**src/rtl/hazard_scoreboard_pkg.sv**
```systemverilog
// Shared types and constants for the register-hazard scoreboard and the decode that feeds it.
package hazard_scoreboard_pkg;

    localparam int SB_AW   = 6;
    localparam int SB_PROT = 4;

    // Opcode classes used by decode to derive iss_writes / iss_late
    localparam logic [3:0] OP_NOP = 4'h0;
    localparam logic [3:0] OP_ALU = 4'h1;
    localparam logic [3:0] OP_LD  = 4'h2;
    localparam logic [3:0] OP_ST  = 4'h3;
    localparam logic [3:0] OP_JMP = 4'h4;
    localparam logic [3:0] OP_BR  = 4'h5;

    typedef struct packed {
        logic             v;
        logic [SB_AW-1:0] addr;
        logic             late;
    } entry_t;

    function automatic int clog2(input int value);
        int r;
        r = 0;
        for (int i = 0; i < 31; i++) begin
            if ((1 << i) < value) r = i + 1;
        end
        return r;
    endfunction

endpackage

```
**src/rtl/hazard_scoreboard_match.sv**
```systemverilog
// Youngest-match priority encoder: finds the lowest stage whose valid entry writes the operand.
module scoreboard_match
    import hazard_scoreboard_pkg::*;
#(
    parameter int DEPTH = 3,
    parameter int SW    = 2
) (
    input  entry_t           entries [DEPTH],
    input  logic [SB_AW-1:0] opAddr,
    input  logic             opUsed,
    output logic             hit,
    output logic [SW-1:0]    stage,
    output logic             avail
);

    // Scan oldest to youngest so the youngest match overwrites older ones
    always_comb begin
        hit   = 1'b0;
        stage = '0;
        avail = 1'b0;
        for (int k = DEPTH - 1; k >= 0; k--) begin
            if (opUsed && entries[k].v && entries[k].addr == opAddr) begin
                hit   = 1'b1;
                stage = SW'(k + 1);
                avail = !entries[k].late || (k == DEPTH - 1);
            end
        end
    end

endmodule

```
**src/rtl/hazard_scoreboard.sv**
```systemverilog
// Tracks in-flight destination registers and resolves stall / forwarding for the instruction at register read.
module hazard_scoreboard
    import hazard_scoreboard_pkg::*;
#(
    parameter int AW     = SB_AW,
    parameter int DEPTH  = 3,
    parameter int PROT   = SB_PROT,
    parameter int FWD_EN = 1,
    parameter int SW     = 2
) (
    input  logic             clock,
    input  logic             reset,
    input  logic             iss_valid,
    input  logic [AW-1:0]    iss_s,
    input  logic [AW-1:0]    iss_d,
    input  logic             iss_uses_s,
    input  logic             iss_uses_d,
    input  logic             iss_writes,
    input  logic             iss_late,
    input  logic             flush,
    input  logic [DEPTH-1:0] flush_mask,
    output logic             stall,
    output logic             iss_accept,
    output logic [SW-1:0]    fwd_s_sel,
    output logic [SW-1:0]    fwd_d_sel,
    output logic [SW-1:0]    occupancy,
    output logic [15:0]      stall_cycles
);

    localparam logic [AW-1:0] PROT_ADDR = AW'(PROT);

    entry_t entries [DEPTH];

    logic          sUse, dUse, sHit, dHit, sAvail, dAvail, issue, retire;
    logic [SW-1:0] sStage, dStage, killCount;
    logic [DEPTH-1:0] killed;

    assign sUse = iss_valid && iss_uses_s && (iss_s >= PROT_ADDR);
    assign dUse = iss_valid && iss_uses_d && (iss_d >= PROT_ADDR);

    scoreboard_match #(.DEPTH(DEPTH), .SW(SW)) matchS (
        .entries(entries), .opAddr(SB_AW'(iss_s)), .opUsed(sUse),
        .hit(sHit), .stage(sStage), .avail(sAvail)
    );

    scoreboard_match #(.DEPTH(DEPTH), .SW(SW)) matchD (
        .entries(entries), .opAddr(SB_AW'(iss_d)), .opUsed(dUse),
        .hit(dHit), .stage(dStage), .avail(dAvail)
    );

    // Handshake: the instruction at register read leaves it in a cycle with iss_valid & iss_accept;
    // stall or flush holds it there, and the decision depends only on current entries and iss_* inputs.
    always_comb begin
        if (FWD_EN != 0) stall = (sHit && !sAvail) || (dHit && !dAvail);
        else             stall = sHit || dHit;
        iss_accept = iss_valid && !stall && !flush;
        fwd_s_sel  = (FWD_EN != 0 && sHit && !stall) ? sStage : '0;
        fwd_d_sel  = (FWD_EN != 0 && dHit && !stall) ? dStage : '0;
        issue      = iss_accept && iss_writes && (iss_d >= PROT_ADDR);
    end

    // A killed write-back entry is excluded from retire so it is only subtracted once
    always_comb begin
        killCount = '0;
        for (int k = 0; k < DEPTH; k++) begin
            killed[k] = flush && flush_mask[k] && entries[k].v;
            killCount = killCount + SW'(killed[k]);
        end
        retire = entries[DEPTH-1].v && !killed[DEPTH-1];
    end

    always_ff @(posedge clock) begin
        if (!reset) begin
            for (int k = 0; k < DEPTH; k++) entries[k] <= '0;
            occupancy    <= '0;
            stall_cycles <= '0;
        end else begin
            entries[0] <= issue ? {1'b1, SB_AW'(iss_d), iss_late} : '0;
            for (int k = 1; k < DEPTH; k++) begin
                entries[k] <= killed[k-1] ? '0 : entries[k-1];
            end
            occupancy <= occupancy + SW'(issue) - SW'(retire) - killCount;
            if (stall && stall_cycles != 16'hFFFF) stall_cycles <= stall_cycles + 16'd1;
        end
    end

endmodule

```
**config.mk**
```make
export PLATFORM = sky130hd
export DESIGN_NAME = hazard_scoreboard
export DESIGN_NICKNAME = d
export VERILOG_FILES = /design/src/rtl/hazard_scoreboard_pkg.sv /design/src/rtl/hazard_scoreboard_match.sv /design/src/rtl/hazard_scoreboard.sv
export SDC_FILE = /design/constraint.sdc
export NUM_CORES = 1
export LEC_CHECK = 0
export CORE_ASPECT_RATIO = 0.6
export CORE_UTILIZATION = 45
export DETAILED_ROUTE_END_ITERATION = 10
export GPL_TIMING_DRIVEN = 0
export PLACE_DENSITY = 0.75
export SYNTH_ARGS = -nofsm -noshare
export SYNTH_HDL_FRONTEND = slang
export SYNTH_SLANG_ARGS = --single-unit
```
**constraint.sdc**
```tcl
create_clock -name clock -period 1.99 [get_ports clock]
set_input_delay 0.2985 -clock clock [delete_from_list [all_inputs] [get_ports clock]]
set_output_delay 0.2985 -clock clock [all_outputs]
set_load 0.01 [all_outputs]
```
==> flow_metrics.tcl <==
set metrics [dict create \
    clk_path_buf_depth 2 \
    hpwl_mm 4.25 \
    max_freq_mhz 437 \
    netlist_area_sq_mm 0.00214 \
    syn_to_final_growth_pct 45.0 \
    coreArea_sq_mm 0.00456 \
    power_frac_seq 0.521 \
    routed_wl_mm 5.85 \
    cp.buffers_inverters 2 \
    final_cells 369 \
    dr.pass1.iters 4 \
    switching_share 0.268 \
    yosysMostFrequentCell "dfxtp_1" \
    intPower_mw 1.17 \
    grt_pass1_wl_mm 9.40 \
    regToRegStartpoint "entries[11]" \
    path_depth 8 \
    crit_fanout 8 \
    grt_max_degree 14 \
    slew_headroom 0.652 \
    skew_ps 2.85 \
    setup_slack_ps -300 \
    route.detailed.drc 0 \
    multi_input_area_sq_mm 0.00153 \
    fill_cells 371 \
    clkPwrFrac 0.350 \
    grt_pass1_vias 1848 \
    violations "setup timing" \
    io_pins 47 \
    grt_util_all_layers 0.246 \
    combPwrFrac 0.130 \
    drive_gt1_frac 0.317 \
    synthDistinctLibCells 36 \
    post-place-cells 350 \
    ys.flop_type "dfxtp_1" \
    die-area_sq_mm 0.00504 \
    routedWlPerCell_microns 15.8 \
    fin_util 0.680 \
    antenna_found_initial 0 \
    vias_per_cell 5.36 \
    finalPower_mw 1.60 \
    gr-total-overflow 0 \
    path_cells "buf_4, or4_4, nand3_4, nor3_4, o21a_2, or2_4, a211oi_4, buf_2" \
    period_needed_ps 2290 \
    arrival_ps 1990 \
    fin_hold_ws_ps 265 \
    clock_sinks 41 \
    htreeDepth 2 \
    gp_congestion 0.840 \
    ys_seq_elements 41 \
    drt_iter0_drc 132 \
    yosys-top-cells-area "dfxtp_1, xnor2_1, and2_1" \
    synthCells 241 \
    rows 19 \
    setup_tns_ps -3000 \
    die_h_microns 55.4 \
    avgSynthCellArea_sq_um 8.88 \
    seq_area_sq_um 851 \
    clk_latency_ps 300 \
    status "finished with violations" \
    yosysSeqAreaShare 0.384 \
    finalCritPeriodShare 1.15 \
    cp.required_ps 1690 \
    synth_common_cells "dfxtp_1, xnor2_1, and2_1" \
    rsz0062_at_grt "true" \
    maxCapViolCount 0 \
    min_from "iss_d[3]" \
    vdd_drop_max_v 0.000421 \
    power_per_cell_area_mw_per_mm2 516 \
    critPathMaxStageDelay_ps 550 \
    cts_buffers 5 \
    startpoint "iss_s[4]" \
    cts.clk_slew.worst_paths_ps 80 \
    reg2regPathDepth 8 \
    nets 331 \
    yosysTopAreaCellShare 0.384 \
    p_leak_nw 1.13 \
    synth-edff-count 0 \
    hold_viol_final 0 \
    path_delay_family "simple AND/OR/NAND/NOR gates" \
    whs_path_depth 2 \
    worst_slew_pin_slew_ps 520 \
    yosysWarningCount 0 \
    power_switching_mw 0.429 \
    via_count 1978 \
    die_width_microns 91.0 \
    criticalPathCategory "input pin to output pin" \
    cts_root_buffer "clkbuf_8" \
    cp_slowest_cell "or4_4" \
    drv_slew 0 \
    startpoint_type "input pin" \
    cts_tree "yes" \
    r2r_slack_ps -290 \
    yosysTopAreaCell "dfxtp_1" \
    ant_nets 0 \
    holdCritPathClass "input pin to flip-flop" \
    setup_viol_count_final 18 \
    n_antenna_cell 0 \
    initial_core_util 0.469 \
    io_buffers 46 \
    cp-end-kind "output pin" \
    synth_nets 267 \
    synth-async-reset-ratio 0 \
]
routing by layer:
layer	up-vias	track usage	share of wire
li1	979	-	-
met1	917	0.382	0.51
met5	-	0	0
met2	76	0.341	0.41
met4	0	0.0680	0.013
met3	6	0.0482	0.071
registers in the layout, indices dropped and copies added (netlist names):
name and flops:
entries 23, occupancy 2, stall_cycles 16
final timing paths:
path / end
max: fwd_s_sel[1]
min: entries[20]
max reg2reg: stall_cycles[5]
min reg2reg: entries[8]
cell type report:
type,instances,share of cell area
plain buffers,4,0.00847
clock buffers,5,0.0222
well taps,63,0.0254
inverters,6,0.00726
multi-input cells,189,0.494
clock inverters,3,0.00565
flip-flops and latches,41,0.274
repair buffers,58,0.162
power groups by stage:
stage,combinational [mW],clock [mW],sequential (mW)
finish,0.207,0.560,0.833
global route,0.221,0.599,0.834
CTS,0.191,0.559,0.834
detailed placement,0.180,0,0.856
global placement,0.177,0,0.855
floorplan,0.0831,0,0.855
kinds of logic (layout without fill, tap and decap cells):
family	after synthesis	in the layout	share of synthesized area
AND/OR/NAND/NOR	108	108	0.288
XOR/XNOR	42	42	0.172
flip-flops	41	41	0.384
AO/OA/AOI/OAI	35	35	0.106
buffers and inverters	11	76	0.0211
adder cells (fa/ha/maj)	3	3	0.0246
multiplexers	1	1	0.00468
per-stage QoR:
step                area [sq um]  setup slack [ps]
floorplan                   2240              -113
finish                      3100              -300
global route                3100              -384
detailed placement          2780             -1380
CTS                         3000              -311
global placement            2780             -1350
cell usage in the layout (no fill, tap or decap), types with 3 or more instances in the layout:
cell	n
dfxtp_2	12
or3_1	7
nor2_1	11
dfxtp_1	25
nand3_2	3
inv_1	5
or4_4	4
xor2_1	3
nand2_1	14
xnor2_2	12
dlygate4sd2_1	8
nor3_4	3
buf_4	15
dfxtp_4	4
clkbuf_8	5
xnor2_1	26
nor3_1	4
o21ai_0	7
and3_4	4
a21oi_1	15
nand3_1	11
buf_2	9
clkdlybuf4s50_1	23
and3_1	11
and2_1	16
nand4_1	5
timing repair:
action	4_1_cts	5_1_grt
hold endpoints to repair	0	0
hold buffers	0	0
setup endpoints to repair	32	31
setup buffers	9	3
gates resized for setup	108	20
pin swaps	22	12
Power figures use the tool's default switching activity.
